$ cat config.mk
export PLATFORM = sky130hd
export DESIGN_NAME = uart_recv
export DESIGN_NICKNAME = d
export VERILOG_FILES = /design/src/rtl/uart_recv_pkg.sv /design/src/rtl/sync_2ff.sv /design/src/rtl/uart_recv.sv
export SDC_FILE = /design/constraint.sdc
export NUM_CORES = 1
export LEC_CHECK = 0
export CAP_MARGIN = 20
export CORE_MARGIN = 4
export CORE_UTILIZATION = 55
export CTS_CLUSTER_SIZE = 16
export DETAILED_ROUTE_END_ITERATION = 6
export PLACE_DENSITY = 0.76
export SETUP_SLACK_MARGIN = 0.05
export SLEW_MARGIN = 5
export SYNTH_ARGS = -nofsm -noshare
export SYNTH_HDL_FRONTEND = slang
export SYNTH_SLANG_ARGS = --single-unit
$ cat constraint.sdc
create_clock -name clk -period 3.05 [get_ports clk]
set_clock_uncertainty 0.2 [all_clocks]
set_input_delay 0.7625 -clock clk [delete_from_list [all_inputs] [get_ports clk]]
set_output_delay 0.7625 -clock clk [all_outputs]
set_load 0.01 [all_outputs]
$ cat src/rtl/uart_recv_pkg.sv
// Shared UART definitions: default line rate, divider helper, idle level and receiver states.
package uart_recv_pkg;

  localparam int unsigned DefClkFreq = 100_000_000;
  localparam int unsigned DefBaud    = 9600;
  localparam logic        LineIdle   = 1'b1;

  typedef enum logic [2:0] {
    StIdle  = 3'd0,
    StStart = 3'd1,
    StData  = 3'd2,
    StStop  = 3'd3,
    StBreak = 3'd4
  } state_e;

  function automatic int unsigned calc_div(input int unsigned clk_freq, input int unsigned baud);
    return clk_freq / baud;
  endfunction

endpackage

$ cat src/rtl/sync_2ff.sv
// Generic 1-bit two-flop synchroniser for asynchronous inputs, with selectable reset value.
module sync_2ff #(
  parameter logic INIT = 1'b0
) (
  input  logic clk,
  input  logic rst,
  input  logic d_i,
  output logic q_o
);

  logic [1:0] sync_q;

  always_ff @(posedge clk or posedge rst) begin
    if (rst) begin
      sync_q <= {2{INIT}};
    end else begin
      sync_q <= {sync_q[0], d_i};
    end
  end

  assign q_o = sync_q[1];

endmodule

$ cat src/rtl/uart_recv.sv
// UART 8N1 receiver: mid-bit sampling, stop-bit check, one-cycle strobes for good bytes
// and framing errors.
module uart_recv
  import uart_recv_pkg::*;
#(
  parameter int unsigned CLK_FREQ = DefClkFreq,
  parameter int unsigned BAUD     = DefBaud
) (
  input  logic       clk,
  input  logic       rst,
  input  logic       din,
  output logic       valid,
  output logic [7:0] data,
  output logic       frame_err,
  output logic       busy
);

  localparam int unsigned Div  = calc_div(CLK_FREQ, BAUD);
  localparam int unsigned Half = Div / 2;
  localparam int unsigned CntW = $clog2(Div);

  localparam logic [CntW-1:0] CntHalfEnd = CntW'(Half - 1);
  localparam logic [CntW-1:0] CntBitEnd  = CntW'(Div - 1);

  logic rx_s;

  sync_2ff #(
    .INIT (LineIdle)
  ) u_sync (
    .clk (clk),
    .rst (rst),
    .d_i (din),
    .q_o (rx_s)
  );

  state_e          state_q, state_d;
  logic [CntW-1:0] cnt_q, cnt_d;
  logic [2:0]      bit_idx_q, bit_idx_d;
  logic [7:0]      shreg_q, shreg_d;
  logic [7:0]      data_q, data_d;
  logic            valid_q, valid_d;
  logic            ferr_q, ferr_d;

  always_ff @(posedge clk or posedge rst) begin
    if (rst) begin
      state_q   <= StIdle;
      cnt_q     <= '0;
      bit_idx_q <= '0;
      shreg_q   <= '0;
      data_q    <= '0;
      valid_q   <= 1'b0;
      ferr_q    <= 1'b0;
    end else begin
      state_q   <= state_d;
      cnt_q     <= cnt_d;
      bit_idx_q <= bit_idx_d;
      shreg_q   <= shreg_d;
      data_q    <= data_d;
      valid_q   <= valid_d;
      ferr_q    <= ferr_d;
    end
  end

  always_comb begin
    state_d   = state_q;
    cnt_d     = cnt_q + CntW'(1);
    bit_idx_d = bit_idx_q;
    shreg_d   = shreg_q;
    data_d    = data_q;
    valid_d   = 1'b0;
    ferr_d    = 1'b0;
    case (state_q)
      StIdle: begin
        cnt_d = '0;
        if (!rx_s) state_d = StStart;
      end
      StStart: begin
        if (cnt_q == CntHalfEnd) begin
          cnt_d = '0;
          if (!rx_s) begin
            state_d   = StData;
            bit_idx_d = '0;
          end else begin
            // False start: line went back high before mid start bit.
            state_d = StIdle;
          end
        end
      end
      StData: begin
        if (cnt_q == CntBitEnd) begin
          cnt_d     = '0;
          shreg_d   = {rx_s, shreg_q[7:1]};
          bit_idx_d = bit_idx_q + 3'd1;
          if (bit_idx_q == 3'd7) state_d = StStop;
        end
      end
      StStop: begin
        if (cnt_q == CntBitEnd) begin
          cnt_d = '0;
          if (rx_s) begin
            data_d  = shreg_q;
            valid_d = 1'b1;
            state_d = StIdle;
          end else begin
            ferr_d  = 1'b1;
            state_d = StBreak;
          end
        end
      end
      StBreak: begin
        // A held-low line reports one error only; wait here until it idles.
        cnt_d = '0;
        if (rx_s) state_d = StIdle;
      end
      default: begin
        cnt_d   = '0;
        state_d = StIdle;
      end
    endcase
  end

  assign valid     = valid_q;
  assign frame_err = ferr_q;
  assign data      = data_q;
  assign busy      = (state_q != StIdle);

endmodule

==> flow_summary.json, run 1 <==
{
  "synth-main-ff-cell": "dfrtp_1",
  "holdBufCountCts": 0,
  "path_max_fanout": 10,
  "dpl_cell_area_um2": 2000,
  "cts_root_buf": "clkbuf_4",
  "hpwl_um": 2130,
  "start_util_pct": 58.7,
  "crit_path_start": "state_q[0]",
  "grt_busiest_layer": "met2",
  "post-route-min-period_ns": 2.64,
  "cts_buffers": 5,
  "finalSetupViolCount": 0,
  "avgSynthCellArea_um2": 12.1,
  "clk_latency_ns": 0.36,
  "fin_crit_sh_pct": 86.7,
  "timing.reg2reg.worst_path_depth": 5,
  "port-buffer-count": 13,
  "drt-pass1-iter-count": 4,
  "hold_class": "flop to flop",
  "total_power_uw": 828,
  "nNetsFinal": 174,
  "ys_async_sr_fraction_pct": 100,
  "synth_area_leader_cell": "dfrtp_1",
  "fill_cells": 256,
  "fp.dieH_um": 65.6,
  "synth_cells": 150,
  "grt_pass1_wl_um": 5400,
  "hold_viol": 0,
  "ant_nets": 0,
  "dr_total_vias": 1160,
  "required_ns": 2.09,
  "endpoint_kind": "output pin",
  "fin_area_um2": 2060,
  "synth_seq_cells": 40,
  "antennaDiodeCount": 0,
  "worst_setup_path_start_kind": "flop",
  "p_leak_uw": 0.000942,
  "grt_use_met3_pct": 5.13,
  "synth_top_area_share_pct": 52.2,
  "worstSetupPathType": "flop to output pin",
  "use_met1_pct": 22.4,
  "rsz0062_at_grt": "false",
  "slew_headroom_pct": 59.9,
  "path_clk_slew_ns": 0.13,
  "power.density_nw_per_um2": 402,
  "dp_cells": 205,
  "syn-num-nets": 156,
  "fin_setup_tns_ns": 0,
  "clkSinkCount": 40,
  "drv_cap": 0,
  "yosys_warnings": 0,
  "areaGrowthSynthToFinish_pct": 13.2,
  "gp_congestion": 0.832,
  "grtUsageTotal_pct": 16.8,
  "cts_setup_buffers": 0,
  "ios": 14,
  "clockBufferDepth": 2,
  "ir_drop_mv": 0.354,
  "viasPerCell": 5.45,
  "die_w_um": 65.6,
  "synth_seq_area_share_pct": 55.1,
  "routed_wl_um": 3050,
  "grtUsageMet2_pct": 25.0,
  "coreArea_um2": 3100,
  "timing.fmax_mhz": 378,
  "drc": 0,
  "synth_cell_type_count": 39,
  "regToRegSetupSlack_ns": 0.65,
  "cts_resized": 0,
  "wl_per_cell_um": 14.3,
  "die_area_um2": 4300,
  "tightest_slew_ns": 0.599,
  "fin_cells": 213,
  "synth_area_leaders": "dfrtp_1, mux2_2, nor2_1",
  "drive_above_1_share_pct": 20.7,
  "drv_slew": 0,
  "antenna_found_initial": 0,
  "syn_area_um2": 1820,
  "synth_edf_count": 0,
  "status": "finished clean",
  "cts_tree": "yes",
  "rr_endpoint": "data[0]",
  "worstReg2RegStart": "cnt_q[0]",
  "grt_max_degree": 41,
  "first_iter_violations": 78,
  "critPathCapture": "busy",
  "arrival_ns": 1.68,
  "overflow": 0,
  "grt_pass1_vias": 1182,
  "rows": 20,
  "ctsHtreeMaxLevel": 2
}
[per-stage QoR]
step | utilization (%) | setup slack, ns | hold slack [ns]
6_report | 66.5 | 0.406 | 0.168
5_1_grt | 66.5 | 0.295 | 0.174
4_1_cts | 66.5 | 0.409 | 0.168
3_5_place_dp | 64.5 | 0.636 | 0.149
3_3_place_gp | 64.5 | 0.720 | 0.146
2_1_floorplan | - | 0.925 | 0.145
[final cells by class]
class	instances	area, um2	area share (%)
well taps	44	55.1	2.67
clock buffers	5	37.5	1.82
clock inverters	3	23.8	1.15
multi-input cells	98	767	37.2
inverters	8	30.0	1.46
flip-flops and latches	40	1000	48.7
repair buffers	15	145	7.04
[power breakdown]
part / switching [uW] / internal (uW)
Clock: 187 / 90.6
Sequential: 1.06 / 533
Combinational: 11.7 / 5.12
Total: 200 / 628
[cells in the mapped netlist (3+ instances only)]
master / n
ha_1: 3
xnor2_1: 6
mux2_2: 17
xor2_1: 5
nor2_1: 20
inv_1: 8
dfrtp_1: 38
nand3_1: 5
nand2_1: 4
nand4_1: 5
[cell families after synthesis]
| family | count (synthesis) | share of synthesized area (%) |
|---|---|---|
| simple gates | 55 | 18.8 |
| xor+xnor | 11 | 5.29 |
| buf+inv | 12 | 2.82 |
| flops | 40 | 55.1 |
| compound gates | 11 | 4.88 |
| fa+ha+maj | 3 | 2.06 |
| mux | 18 | 11.1 |
[critical path, cell delays in order, from the launching register on]
cell,delay [ns]
dfrtp_1,0.57
inv_1,0.14
nand2_1,0.08
clkdlybuf4s50_1,0.53
[layer usage]
layer  wire length [um]  share of wire, %
met1               1490                49
met2               1380                45
met3                115               3.8
met4                 62               2.0
met5                  0                 0
[worst min path at each step]
stage | from | to | slack (ns) | cells after the start
detailed placement | u_sync.sync_q[0] | u_sync.sync_q[1] | 0.15 | 0
floorplan | u_sync.sync_q[0] | u_sync.sync_q[1] | 0.15 | 0
CTS | u_sync.sync_q[0] | u_sync.sync_q[1] | 0.17 | 0
finish | u_sync.sync_q[0] | u_sync.sync_q[1] | 0.17 | 0
global route | u_sync.sync_q[0] | u_sync.sync_q[1] | 0.17 | 0
global placement | u_sync.sync_q[0] | u_sync.sync_q[1] | 0.15 | 0
[flip-flops by register name, summed over array words and instances (netlist names)]
signal and count:
cnt_q 14, bit_idx_q 3, data 8, state_q 3, shreg_q 8, u_sync.sync_q 2
frame_err 1, valid 1
[layout by cell type, fill, tap and decap left out, types with 2 or more instances in the layout]
cell type        Yosys  final
dfrtp_1             38     38
nor2_1              20     20
mux2_2              17     17
clkdlybuf4s50_1      0     13
inv_1                8      8
xnor2_1              6      6
nand4_1              5      5
nand3_1              5      5
xor2_1               5      5
clkbuf_4             0      5
nand2_1              4      4
ha_1                 3      3
and4_1               2      2
nor4b_4              2      2
nor4b_1              2      2
nor3b_1              2      2
and2_1               2      2
nor2b_1              2      2
nor3_1               2      2
o2bb2ai_1            2      2
clkinvlp_4           0      2
buf_4                1      2
dfstp_2              2      2
Power figures use the tool's default switching activity.
==> inputs of run 2 (changes only) <==
--- a/config.mk
+++ b/config.mk
@@ -10,9 +10,9 @@
 export CORE_UTILIZATION = 55
 export CTS_CLUSTER_SIZE = 16
 export DETAILED_ROUTE_END_ITERATION = 6
+export HOLD_SLACK_MARGIN = 0.12
 export PLACE_DENSITY = 0.76
 export SETUP_SLACK_MARGIN = 0.05
-export SLEW_MARGIN = 5
 export SYNTH_ARGS = -nofsm -noshare
 export SYNTH_HDL_FRONTEND = slang
 export SYNTH_SLANG_ARGS = --single-unit
==> results of run 2 <==
Same layout as run 1: the final DEF is identical, and so are final timing and power.
==> inputs of run 3 (changes only) <==
--- a/config.mk
+++ b/config.mk
@@ -13,6 +13,7 @@
 export HOLD_SLACK_MARGIN = 0.12
 export PLACE_DENSITY = 0.76
 export SETUP_SLACK_MARGIN = 0.05
+export SLEW_MARGIN = 20
 export SYNTH_ARGS = -nofsm -noshare
 export SYNTH_HDL_FRONTEND = slang
 export SYNTH_SLANG_ARGS = --single-unit
==> results of run 3 <==
Same layout as run 1: the final DEF is identical, and so are final timing and power.
==> RTL change, RTL diff (flow settings as in run 2) <==
`DefBaud`: 9600 -> 2400.
--- a/src/rtl/uart_recv_pkg.sv
+++ b/src/rtl/uart_recv_pkg.sv
@@ -3,5 +3,5 @@
 
   localparam int unsigned DefClkFreq = 100_000_000;
-  localparam int unsigned DefBaud    = 9600;
+  localparam int unsigned DefBaud    = 2400;
   localparam logic        LineIdle   = 1'b1;
 
Formal check against the unedited RTL: same outputs for any inputs over 10 cycles, from zero or initial values and one cycle with rst high; that may be too few to reach the edited logic, so the function may still have changed.
==> RTL change against run 2 <==
- routed wire length grew 24%
- setup slack improved by 0.076 ns
- register-to-register slack better by 0.20 ns
- power grew 24%
- sequential power increased by 4.9%
- utilization grew 0.80 points
- design area up 12%
- maximum frequency increased by 3.0%
- sequential cell count rose by 2
- area after synthesis increased by 12%
- largest power group unchanged
- highest routed layer unchanged
==> RTL change: results (changes against run 2) <==
| Metric | Value |
|---|---|
| Wire per inst | `16.4 um (+15%)` |
| First-pass GRT wire length | `6800 um (+26%)` |
| Number of global-route vias before repair | `1,475 (+25%)` |
| Clock Latency Late Sink | `0.30 ns (-0.06 ns)` |
| Post-synthesis xor/xnor area fraction | `5.17% (-0.12 points)` |
| R2R setup slack | `0.85 ns (+0.20 ns)` |
| Clock root cell | `clkbuf_8` |
| Relative slew slack | `56.7% (-3.3 points)` |
| Max IR drop VDD | `0.000315 V (-11%)` |
| Adder-Cell Fraction of Synth Area | `3.08% (+1.0 points)` |
| Worst EP arrival | `1.61 ns (-0.07 ns)` |
| Share of cells above drive strength 1 | `20.5% (-0.17 points)` |
| Clk pin slew, worst setup/hold paths | `0.07 ns (-0.06 ns)` |
| CP Max Fanout | `9 (-1)` |
| Placer Congestion | `0.802 (-3.6%)` |
| Routed via count | `1,386 (+19%)` |
| Post-synth net total | `176 (+13%)` |
| CP peak stage delay | `0.48 ns (-0.09 ns)` |
| Largest net degree at the start of global routing | `43 (+4.9%)` |
| Nets | `192 (+10%)` |
| Critical-path top delay cell | `clkdlybuf4s50_1` |
| Placement-stage cell area | `2200 um2 (+9.9%)` |
| Run status | `finished, final reports clean` |
| Yosys cell types | `43 (+10%)` |
| DR iter-0 viols | `66 (-15%)` |
| Number of fillers in the final layout | `255 (-0.39%)` |
| GRT Overall Usage | `19.8% (+3.1 points)` |
| Max reg flops | `16 (+2)` |
| Hold_ws | `0.161 ns (-0.00726 ns)` |
==> RTL change: logic make-up after synthesis <==
family                     after synthesis
AOI/OAI and AO/OA                       28
xor gates and xnor gates                12
adders and majority gates                5
buffers and inverters                    9
DFF                                     42
muxes                                   17
and+or+nand+nor                         55
==> RTL change: area by class of cell <==
class                           count  share of cell area, %
Clock buffer                        7                   3.73
Clock inverter                      1                   1.30
Inverter                            3                  0.486
Multi-Input combinational cell    117                   40.2
Sequential cell                    42                   45.5
Tap cell                           46                   2.49
Timing Repair Buffer               15                   6.27
==> RTL change: routing by layer <==
layer  GRT usage (%)  wire (um)  vias to the layer above
met4            8.27         65                        0
met1            24.9       1720                      708
met2            31.6       1830                       28
li1                -          -                      643
met3            6.32        166                        7
met5               0          0                        -
==> RTL change: where the power goes <==
group          switching (mW)  internal, mW  leakage, nW
combinational          0.0119       0.00431        0.406
clock                   0.184         0.267       0.0585
sequential            0.00127         0.559        0.565
==> RTL change: path summary, 6_finish.rpt <==
kind	from	end	cells after the start
setup / recovery	state_q[0]	busy	2
hold / removal	u_sync.sync_q[0]	u_sync.sync_q[1]	0
setup reg to reg	cnt_q[1]	cnt_q[15]	6
hold reg to reg	u_sync.sync_q[0]	u_sync.sync_q[1]	0
max in group asynchronous	rst	cnt_q[5]	3
min in group asynchronous	rst	shreg_q[4]	3
==> RTL change: worst register-to-register path: stages, from the launching register on <==
cell and delay [ns]:
dfrtp_1 0.40, inv_1 0.09, ha_1 0.13, and4bb_2 0.29, nand4_1 0.23, nand2_1 0.51, a22oi_1 0.19
==> RTL change: stage by stage <==
step,util [%],cells
final,67.2,231
after global routing,67.2,231
after CTS,67.2,231
after detailed placement,63.9,223
after global placement,63.9,223
after floorplan,-,168
